### config.mk
export PLATFORM = sky130hd
export DESIGN_NAME = cmd_frame_assembler_flat
export DESIGN_NICKNAME = d
export VERILOG_FILES = /design/src/rtl/quad_cmd_pkg.sv /design/src/rtl/cmd_frame_assembler_if.sv /design/src/rtl/resp_tx_buffer.sv /design/src/rtl/cmd_frame_assembler.sv /design/src/flat_wrapper.sv
export SDC_FILE = /design/constraint.sdc
export NUM_CORES = 1
export LEC_CHECK = 0
export BUFFER_PORTS_ARGS = -buffer_cell sky130_fd_sc_hd__buf_2
export CORE_ASPECT_RATIO = 0.5
export CORE_MARGIN = 2
export CORE_UTILIZATION = 53
export CTS_CLUSTER_DIAMETER = 120
export DETAILED_ROUTE_END_ITERATION = 10
export PLACE_DENSITY = 0.89
export SYNTH_ARGS = -nofsm -noshare
export SYNTH_HDL_FRONTEND = slang
export SYNTH_SLANG_ARGS = --single-unit
### constraint.sdc
create_clock -name clk -period 3.5 [get_ports clk]
set_input_delay 0.175 -clock clk [delete_from_list [all_inputs] [get_ports clk]]
set_output_delay 0.175 -clock clk [all_outputs]
set_load 0.02 [all_outputs]
### src/rtl/quad_cmd_pkg.sv
// Shared types and constants for the quadcopter command path.
package quad_cmd_pkg;

  typedef enum logic [1:0] {
    IDLE = 2'd0,
    HIGH = 2'd1,
    LOW  = 2'd2
  } rx_state_e;

  localparam logic [7:0] SET_PITCH    = 8'h02;
  localparam logic [7:0] SET_ROLL     = 8'h03;
  localparam logic [7:0] SET_YAW      = 8'h04;
  localparam logic [7:0] SET_THRST    = 8'h05;
  localparam logic [7:0] CALIBRATE    = 8'h06;
  localparam logic [7:0] EMER_LAND    = 8'h07;
  localparam logic [7:0] MOTORS_OFF   = 8'h08;
  localparam logic [7:0] RESP_POS_ACK = 8'hA5;

endpackage

### src/rtl/cmd_frame_assembler_if.sv
// UART-side and consumer-side signals of the command frame assembler.
// master = environment (UART + command consumer), slave = assembler.
interface cmd_frame_assembler_if;
  logic        rx_rdy;
  logic [7:0]  rx_data;
  logic        clr_rx_rdy;
  logic        cmd_rdy;
  logic [7:0]  cmd;
  logic [15:0] data;
  logic        clr_cmd_rdy;
  logic        send_resp;
  logic [7:0]  resp;
  logic        resp_sent;
  logic        trmt;
  logic [7:0]  tx_data;
  logic        tx_done;
  logic        frm_err;

  modport master (
    output rx_rdy, rx_data, clr_cmd_rdy, send_resp, resp, tx_done,
    input  clr_rx_rdy, cmd_rdy, cmd, data, resp_sent, trmt, tx_data, frm_err
  );

  modport slave (
    input  rx_rdy, rx_data, clr_cmd_rdy, send_resp, resp, tx_done,
    output clr_rx_rdy, cmd_rdy, cmd, data, resp_sent, trmt, tx_data, frm_err
  );
endinterface

### src/rtl/resp_tx_buffer.sv
// Response transmit path: launches bytes to the UART with a 1-deep holding buffer.
module resp_tx_buffer (
  input  logic       clk,
  input  logic       rst,
  input  logic       i_send_resp,
  input  logic [7:0] i_resp,
  input  logic       i_tx_done,
  output logic       o_trmt,
  output logic [7:0] o_tx_data,
  output logic       o_resp_sent
);

  logic       r_tx_busy;
  logic       r_buf_vld;
  logic [7:0] r_buf;
  logic       r_trmt;
  logic [7:0] r_tx_data;
  logic       r_resp_sent;

  always_ff @(posedge clk or posedge rst) begin
    if (rst) begin
      r_tx_busy   <= 1'b0;
      r_buf_vld   <= 1'b0;
      r_buf       <= 8'h00;
      r_trmt      <= 1'b0;
      r_tx_data   <= 8'h00;
      r_resp_sent <= 1'b0;
    end else begin
      r_trmt      <= 1'b0;
      r_resp_sent <= 1'b0;
      if (!r_tx_busy) begin
        if (i_send_resp) begin
          r_trmt    <= 1'b1;
          r_tx_data <= i_resp;
          r_tx_busy <= 1'b1;
        end
      end else if (i_tx_done) begin
        r_resp_sent <= 1'b1;
        // A request arriving with tx_done is newer than anything buffered.
        if (i_send_resp) begin
          r_trmt    <= 1'b1;
          r_tx_data <= i_resp;
          r_buf_vld <= 1'b0;
        end else if (r_buf_vld) begin
          r_trmt    <= 1'b1;
          r_tx_data <= r_buf;
          r_buf_vld <= 1'b0;
        end else begin
          r_tx_busy <= 1'b0;
        end
      end else if (i_send_resp) begin
        r_buf     <= i_resp;
        r_buf_vld <= 1'b1;
      end
    end
  end

  assign o_trmt      = r_trmt;
  assign o_tx_data   = r_tx_data;
  assign o_resp_sent = r_resp_sent;

endmodule

### src/rtl/cmd_frame_assembler.sv
// Assembles 3-byte UART frames (cmd, data hi, data lo) into one command and
// drives responses back out. CMD_TIMEOUT_EN adds an inter-byte frame timeout.
// state | meaning
// IDLE  | waiting for cmd byte
// HIGH  | cmd captured, waiting for data[15:8]
// LOW   | data hi captured, waiting for data[7:0]
module cmd_frame_assembler #(
  parameter int unsigned TIMEOUT_CYCLES = 500000
) (
  input logic                  clk,
  input logic                  rst,
  cmd_frame_assembler_if.slave bus
);
  import quad_cmd_pkg::*;

  rx_state_e   r_state;
  logic [7:0]  r_shadow_cmd;
  logic [7:0]  r_shadow_hi;
  logic [7:0]  r_cmd;
  logic [15:0] r_data;
  logic        r_cmd_rdy;
  logic        r_clr_rx_rdy;
  logic        r_frm_err;
  logic        w_byte;
  logic        w_expire;

  // rx_rdy stays high until the UART sees our clear, so skip the cycle it echoes.
  assign w_byte = bus.rx_rdy & ~r_clr_rx_rdy;

`ifdef CMD_TIMEOUT_EN
  localparam int TO_W = $clog2(TIMEOUT_CYCLES + 1);
  logic [TO_W-1:0] r_to_cnt;

  assign w_expire = (r_state != IDLE) && (r_to_cnt == TO_W'(TIMEOUT_CYCLES)) && !w_byte;

  always_ff @(posedge clk or posedge rst) begin
    if (rst) begin
      r_to_cnt <= '0;
    end else if (w_byte || w_expire || (r_state == IDLE)) begin
      r_to_cnt <= '0;
    end else begin
      r_to_cnt <= r_to_cnt + 1'b1;
    end
  end
`else
  logic w_unused_to;
  assign w_unused_to = (TIMEOUT_CYCLES == 0);
  assign w_expire    = 1'b0;
`endif

  always_ff @(posedge clk or posedge rst) begin
    if (rst) begin
      r_state      <= IDLE;
      r_shadow_cmd <= 8'h00;
      r_shadow_hi  <= 8'h00;
      r_cmd        <= 8'h00;
      r_data       <= 16'h0000;
      r_cmd_rdy    <= 1'b0;
      r_clr_rx_rdy <= 1'b0;
      r_frm_err    <= 1'b0;
    end else begin
      r_clr_rx_rdy <= w_byte;
      r_frm_err    <= 1'b0;
      if (bus.clr_cmd_rdy) r_cmd_rdy <= 1'b0;
      if (w_byte) begin
        case (r_state)
          IDLE: begin
            r_shadow_cmd <= bus.rx_data;
            r_cmd_rdy    <= 1'b0;
            r_state      <= HIGH;
          end
          HIGH: begin
            r_shadow_hi <= bus.rx_data;
            r_state     <= LOW;
          end
          LOW: begin
            r_cmd     <= r_shadow_cmd;
            r_data    <= {r_shadow_hi, bus.rx_data};
            r_cmd_rdy <= 1'b1;
            r_state   <= IDLE;
          end
          default: r_state <= IDLE;
        endcase
      end else if (w_expire) begin
        r_state   <= IDLE;
        r_frm_err <= 1'b1;
      end
    end
  end

  assign bus.clr_rx_rdy = r_clr_rx_rdy;
  assign bus.cmd_rdy    = r_cmd_rdy;
  assign bus.cmd        = r_cmd;
  assign bus.data       = r_data;
  assign bus.frm_err    = r_frm_err;

  resp_tx_buffer u_resp_tx (
    .clk         (clk),
    .rst         (rst),
    .i_send_resp (bus.send_resp),
    .i_resp      (bus.resp),
    .i_tx_done   (bus.tx_done),
    .o_trmt      (bus.trmt),
    .o_tx_data   (bus.tx_data),
    .o_resp_sent (bus.resp_sent)
  );

endmodule

### src/flat_wrapper.sv
// flat-port wrapper written by rule: the top's interface ports become plain ports
module cmd_frame_assembler_flat import quad_cmd_pkg::*;
#(
  parameter int unsigned TIMEOUT_CYCLES = 500000
)
  (clk, rst, bus_rx_rdy, bus_rx_data, bus_clr_cmd_rdy, bus_send_resp, bus_resp, bus_tx_done, bus_clr_rx_rdy, bus_cmd_rdy, bus_cmd, bus_data, bus_resp_sent, bus_trmt, bus_tx_data, bus_frm_err);
  cmd_frame_assembler_if bus_i ();
  input logic clk;
  input logic rst;
  input wire logic [$bits(bus_i.rx_rdy)-1:0] bus_rx_rdy;
  input wire logic [$bits(bus_i.rx_data)-1:0] bus_rx_data;
  input wire logic [$bits(bus_i.clr_cmd_rdy)-1:0] bus_clr_cmd_rdy;
  input wire logic [$bits(bus_i.send_resp)-1:0] bus_send_resp;
  input wire logic [$bits(bus_i.resp)-1:0] bus_resp;
  input wire logic [$bits(bus_i.tx_done)-1:0] bus_tx_done;
  output wire logic [$bits(bus_i.clr_rx_rdy)-1:0] bus_clr_rx_rdy;
  output wire logic [$bits(bus_i.cmd_rdy)-1:0] bus_cmd_rdy;
  output wire logic [$bits(bus_i.cmd)-1:0] bus_cmd;
  output wire logic [$bits(bus_i.data)-1:0] bus_data;
  output wire logic [$bits(bus_i.resp_sent)-1:0] bus_resp_sent;
  output wire logic [$bits(bus_i.trmt)-1:0] bus_trmt;
  output wire logic [$bits(bus_i.tx_data)-1:0] bus_tx_data;
  output wire logic [$bits(bus_i.frm_err)-1:0] bus_frm_err;
  assign bus_i.rx_rdy = bus_rx_rdy;
  assign bus_i.rx_data = bus_rx_data;
  assign bus_i.clr_cmd_rdy = bus_clr_cmd_rdy;
  assign bus_i.send_resp = bus_send_resp;
  assign bus_i.resp = bus_resp;
  assign bus_i.tx_done = bus_tx_done;
  assign bus_clr_rx_rdy = bus_i.clr_rx_rdy;
  assign bus_cmd_rdy = bus_i.cmd_rdy;
  assign bus_cmd = bus_i.cmd;
  assign bus_data = bus_i.data;
  assign bus_resp_sent = bus_i.resp_sent;
  assign bus_trmt = bus_i.trmt;
  assign bus_tx_data = bus_i.tx_data;
  assign bus_frm_err = bus_i.frm_err;
  cmd_frame_assembler #(.TIMEOUT_CYCLES(TIMEOUT_CYCLES)) u_core (.clk(clk), .rst(rst), .bus(bus_i));
endmodule
Word level (Yosys, flattened, before mapping) --
Index checks and enable logic that the tools add are counted.
Word-level totals: flip-flop bits (word level) 64, input port bits 22, output and inout bits 37, logic and storage cells 49
Cells by class: eq/ne operators 4, muxes and demuxes 20, bitwise gates (word level) 3, reductions and logical operators 9
Operator list (count):
- 8-bit 2-to-1 mux | 5
- 1-bit 2-to-1 mux | 13
- 2-bit AND reduction | 4
- 3-bit AND reduction | 2
- 2-bit one-hot mux with 2 select lines | 1
- 2-bit nonzero test | 2
- 3-bit by 2-bit inequality test with 1-bit output, second input constant | 1
- 2-bit by 1-bit == test with 1-bit output, second input constant | 1
- 2-bit == test, second input constant | 1
- 2-bit logical NOT | 1
- 2-bit inequality test, second input constant | 1
- 1-bit inverter | 2
- 1-bit one-hot mux with 2 select lines | 1
- 1-bit bitwise AND | 1

Logic depth before layout (Yosys ltp) --
depth after elaboration 4, gate-level depth with buffers 5

Hierarchy --
A second synthesis with hierarchy kept.
Second synthesis, totals: cells, all modules 157, area, all modules 2708.8 µm²
By module, submodules not included:
- cmd_frame_assembler | times used 1, cells each 101, area an instance 1789.2 µm²
- resp_tx_buffer | times used 1, cells each 56, area an instance 919.6 µm²

Least setup slack after synthesis --
Ideal clock, no wire load.
path type reg-to-reg, from reg u_core.r_clr_rx_rdy (netlist: u_core.bus.clr_rx_rdy), to reg u_core.r_cmd[0] (netlist: u_core.bus.cmd[0]), library setup time 0.125 ns, arrival time 1.576 ns, required time 3.375 ns, setup slack 1.799 ns, cell stages (with the launch flop) 6, path buffers 2, period minus slack after synthesis 1.701 ns, cell sequence dfrtp_1 > nand2b_4 > buf_6 > nor3b_4 > buf_6 > mux2_2
Between the ends: longest elaborated chain between the ends 3
Ends and longest elaborated chain:
- start, declared | line cmd_frame_assembler.sv:22 | logic r_clr_rx_rdy;
- start signal, assigned | line cmd_frame_assembler.sv:62 | r_clr_rx_rdy <= w_byte;
- 1-bit inverter | line cmd_frame_assembler.sv:28 | assign w_byte = bus.rx_rdy & ~r_clr_rx_rdy;
- 1-bit bitwise AND | line cmd_frame_assembler.sv:28
- 2-bit AND reduction (no source line)
- end signal, assigned | line cmd_frame_assembler.sv:77 | r_cmd <= r_shadow_cmd;
- end, declared | line cmd_frame_assembler.sv:19 | logic [7:0] r_cmd;
No other way between the ends. A chain may end at the register's enable or synchronous reset.

Final worst setup path --
from reg u_core.r_clr_rx_rdy (netlist: u_core.bus.clr_rx_rdy), to reg u_core.r_data[15] (netlist: u_core.bus.data[15])
Between the ends: longest elaborated chain between the ends 3
Ends and longest elaborated chain:
- 1-bit inverter | line cmd_frame_assembler.sv:28
- 1-bit bitwise AND | line cmd_frame_assembler.sv:28
- 2-bit AND reduction (no source line)
- end signal, assigned | line cmd_frame_assembler.sv:78 | r_data <= {r_shadow_hi, bus.rx_data};
- end, declared | line cmd_frame_assembler.sv:20 | logic [15:0] r_data;
No other way between the ends.

==> impl_metrics.env <==
export IMPL_place_inst=274
export IMPL_tns_ns=0
export IMPL_setup_viol=0
export IMPL_cap_violations=0
export IMPL_via_per_inst=4.98
export IMPL_grt_max_degree=43
export IMPL_hold_viol=0
export IMPL_cts_sinks=64
export IMPL_reg2reg_to="u_core.bus.data[15]"
export IMPL_critical_path_endpoint_type="register"
export IMPL_final_core_util_pct=68.7
export IMPL_avgSynthCellArea_um2=16.3
export IMPL_worstSetupPathType="register to register"
export IMPL_setup_ws_ns=1.38
export IMPL_track_usage_pct=19.0
export IMPL_grt_pass1_vias=1481
export IMPL_postCtsSetupBuffers=0
export IMPL_grt_overflow_total=0
export IMPL_start_util_pct=56.4
export IMPL_cts_hold_buf=0
export IMPL_die_area_um2=5380
export IMPL_worstPathArrival_ns=2.33
export IMPL_post_route_period_util_pct=60.5
export IMPL_drtIter0Drc=58
export IMPL_wl_per_cell_um=15.2
export IMPL_setup_worst_path_start="u_core.bus.clr_rx_rdy"
export IMPL_diodes=0
export IMPL_synth_async_sr_flop_share_pct=100
export IMPL_insertion_delay_ns=0.33
export IMPL_io_buffer_count=57
export IMPL_area_growth_pct=21.7
export IMPL_finClkSkew_ns=0.00546
export IMPL_seq_area_um2=1600
export IMPL_status="finished clean"
export IMPL_ant_nets=0
export IMPL_netlist_top_cell_by_area="dfrtp_1"
export IMPL_boundaryPins=59
export IMPL_antenna_found_initial=0
export IMPL_cts_buffer_depth=2
export IMPL_synth_main_ff_cell="dfrtp_1"
export IMPL_critPathCapture="u_core.bus.data[15]"
export IMPL_clk_pin_slew_ns=0.07
export IMPL_relSlewSlack_pct=19.9
export IMPL_leakage_uw=0.00146
export IMPL_fin_nets=241
export IMPL_wl_um=4420
export IMPL_vias=1445
export IMPL_multi_input_area_um2=875
export IMPL_required_ns=3.71
export IMPL_fin_cells=290
export IMPL_drive_gt1_share_pct=63.8
export IMPL_core_area_um2=4490
export IMPL_layout_min_cycle_time_ns=2.12
export IMPL_grt_pass1_wl_um=7320
export IMPL_min_path_type="input pin to async pin"
export IMPL_numCtsBuffers=9
export IMPL_slew_viol_final=0
export IMPL_syn_area_um2=2530
export IMPL_drt_pass1_iterations=4
export IMPL_synth_top_cell_area_share_pct=63.2
export IMPL_yosysSeqAreaShare_pct=63.2
export IMPL_ys_types=19
export IMPL_dp_final_hpwl_um=2960
export IMPL_synth_edf_count=0
export IMPL_yosysMostFrequentCell="dfrtp_1"
export IMPL_grt_setup_unrepaired="false"
export IMPL_synthesis_nets=177
export IMPL_max_freq_mhz=473
export IMPL_cts_resized_gates=0
export IMPL_max_slew_worst_pin_slew_ns=1.20
export IMPL_powerDensity_nw_per_um2=881
export IMPL_fill_cells=316
export IMPL_drc=0
export IMPL_place_congestion=0.733
export IMPL_synth_seq_cells=64
export IMPL_rows=17
export IMPL_die_height_um=52.9
export IMPL_yosysWarningCount=0
export IMPL_tritoncts="built"
export IMPL_synthTopCellsByArea="dfrtp_1 (63%), mux2_2 (28%), nor3b_4 (1.5%)"
export IMPL_timing_rr_start="u_core.bus.clr_rx_rdy"
export IMPL_peakVddDrop_mv=0.381
export IMPL_pre_cts_ws_ns=1.41
export IMPL_syn_instance_count=155
export IMPL_cts_root_buffer="clkbuf_8"
export IMPL_ys_top_cells_by_count="dfrtp_1 (64), mux2_2 (63), a21o_1 (3), buf_6 (3), inv_1 (3)"
export IMPL_reg2reg_depth=3
export IMPL_cts_htree_levels=3
export IMPL_r2r_setup_slack_ns=1.38
export IMPL_worstSetupStartpointType="register"
export IMPL_power_uw=2720
export IMPL_path_max_fanout=25
export IMPL_die_x_um=102
## cell type report
type                    count  area share [%]
clock buffers              10            4.46
clock inverters             6            2.68
inverters                   3           0.365
multi-input cells          83            28.4
flip-flops and latches     64            51.9
well taps                  66            2.68
repair buffers             58            9.50
## worst min-delay path by stage
stage	start	endpoint	cells past startpoint
6_report	rst	u_core.u_resp_tx.o_trmt	2
5_1_grt	bus_send_resp	u_core.u_resp_tx.r_tx_busy	2
4_1_cts	rst	u_core.u_resp_tx.o_trmt	2
3_5_place_dp	rst	u_core.u_resp_tx.o_resp_sent	2
3_3_place_gp	rst	u_core.bus.data[6]	2
2_1_floorplan	bus_send_resp	u_core.u_resp_tx.r_tx_busy	1
## cells by family after synthesis
group	share of synthesized area [%]
multiplexers	28.5
flip-flops	63.2
AND/OR/NAND/NOR	4.45
buffers and inverters	2.22
AO/OA/AOI/OAI	1.48
other	0.148
## sequential cells by signal, summed over array words and instances, names as in the netlist
| register | cells |
|---|---|
| u_core.bus.data | 16 |
| u_core.bus.cmd | 8 |
| u_core.r_shadow_cmd | 8 |
| u_core.r_shadow_hi | 8 |
| u_core.u_resp_tx.o_tx_data | 8 |
| u_core.u_resp_tx.r_buf | 8 |
| u_core.r_state | 2 |
| u_core.bus.clr_rx_rdy | 1 |
| u_core.bus.cmd_rdy | 1 |
| u_core.u_resp_tx.o_resp_sent | 1 |
| u_core.u_resp_tx.o_trmt | 1 |
| u_core.u_resp_tx.r_buf_vld | 1 |
| u_core.u_resp_tx.r_tx_busy | 1 |
## per-stage QoR
stage,area [µm²],hold slack [ns]
global route,3080,0.0637
global placement,2860,0.374
CTS,3080,0.0390
floorplan,2530,0.267
detailed placement,2860,0.407
finish,3080,0.0247
## placed cells by master, fill, tap and decap left out, drive strengths merged, types with 2 or more instances in the layout
cell type / instances
a21o: 3
buf: 58
bufinv: 2
clkbuf: 10
clkinv: 3
dfrtp: 64
inv: 3
mux2: 64
nand2: 2
nand2b: 3
nor2b: 2
nor3b: 2
o21ai: 2
## layer usage
metal  global-route usage, %  up-vias  part of all wire (%)
li1                        -      675                     -
met1                    22.3      730                    42
met2                    32.1       35                    51
met3                    7.00        5                   5.5
met4                    7.88        0                   1.0
met5                       0        -                     0
## where the power goes
part	total, µW	switching (µW)	internal [µW]	leakage, µW
combinational	831	431	401	0.000579
clock	686	270	416	0.000112
sequential	1200	163	1040	0.000767
## critical path, cell delays in order, from the launching register on
cell and delay [ns]:
dfrtp_1 0.37, nand2b_4 0.19, nor3b_4 0.99, mux2_2 0.43
Note: power is estimated with default switching activity, not from simulation.
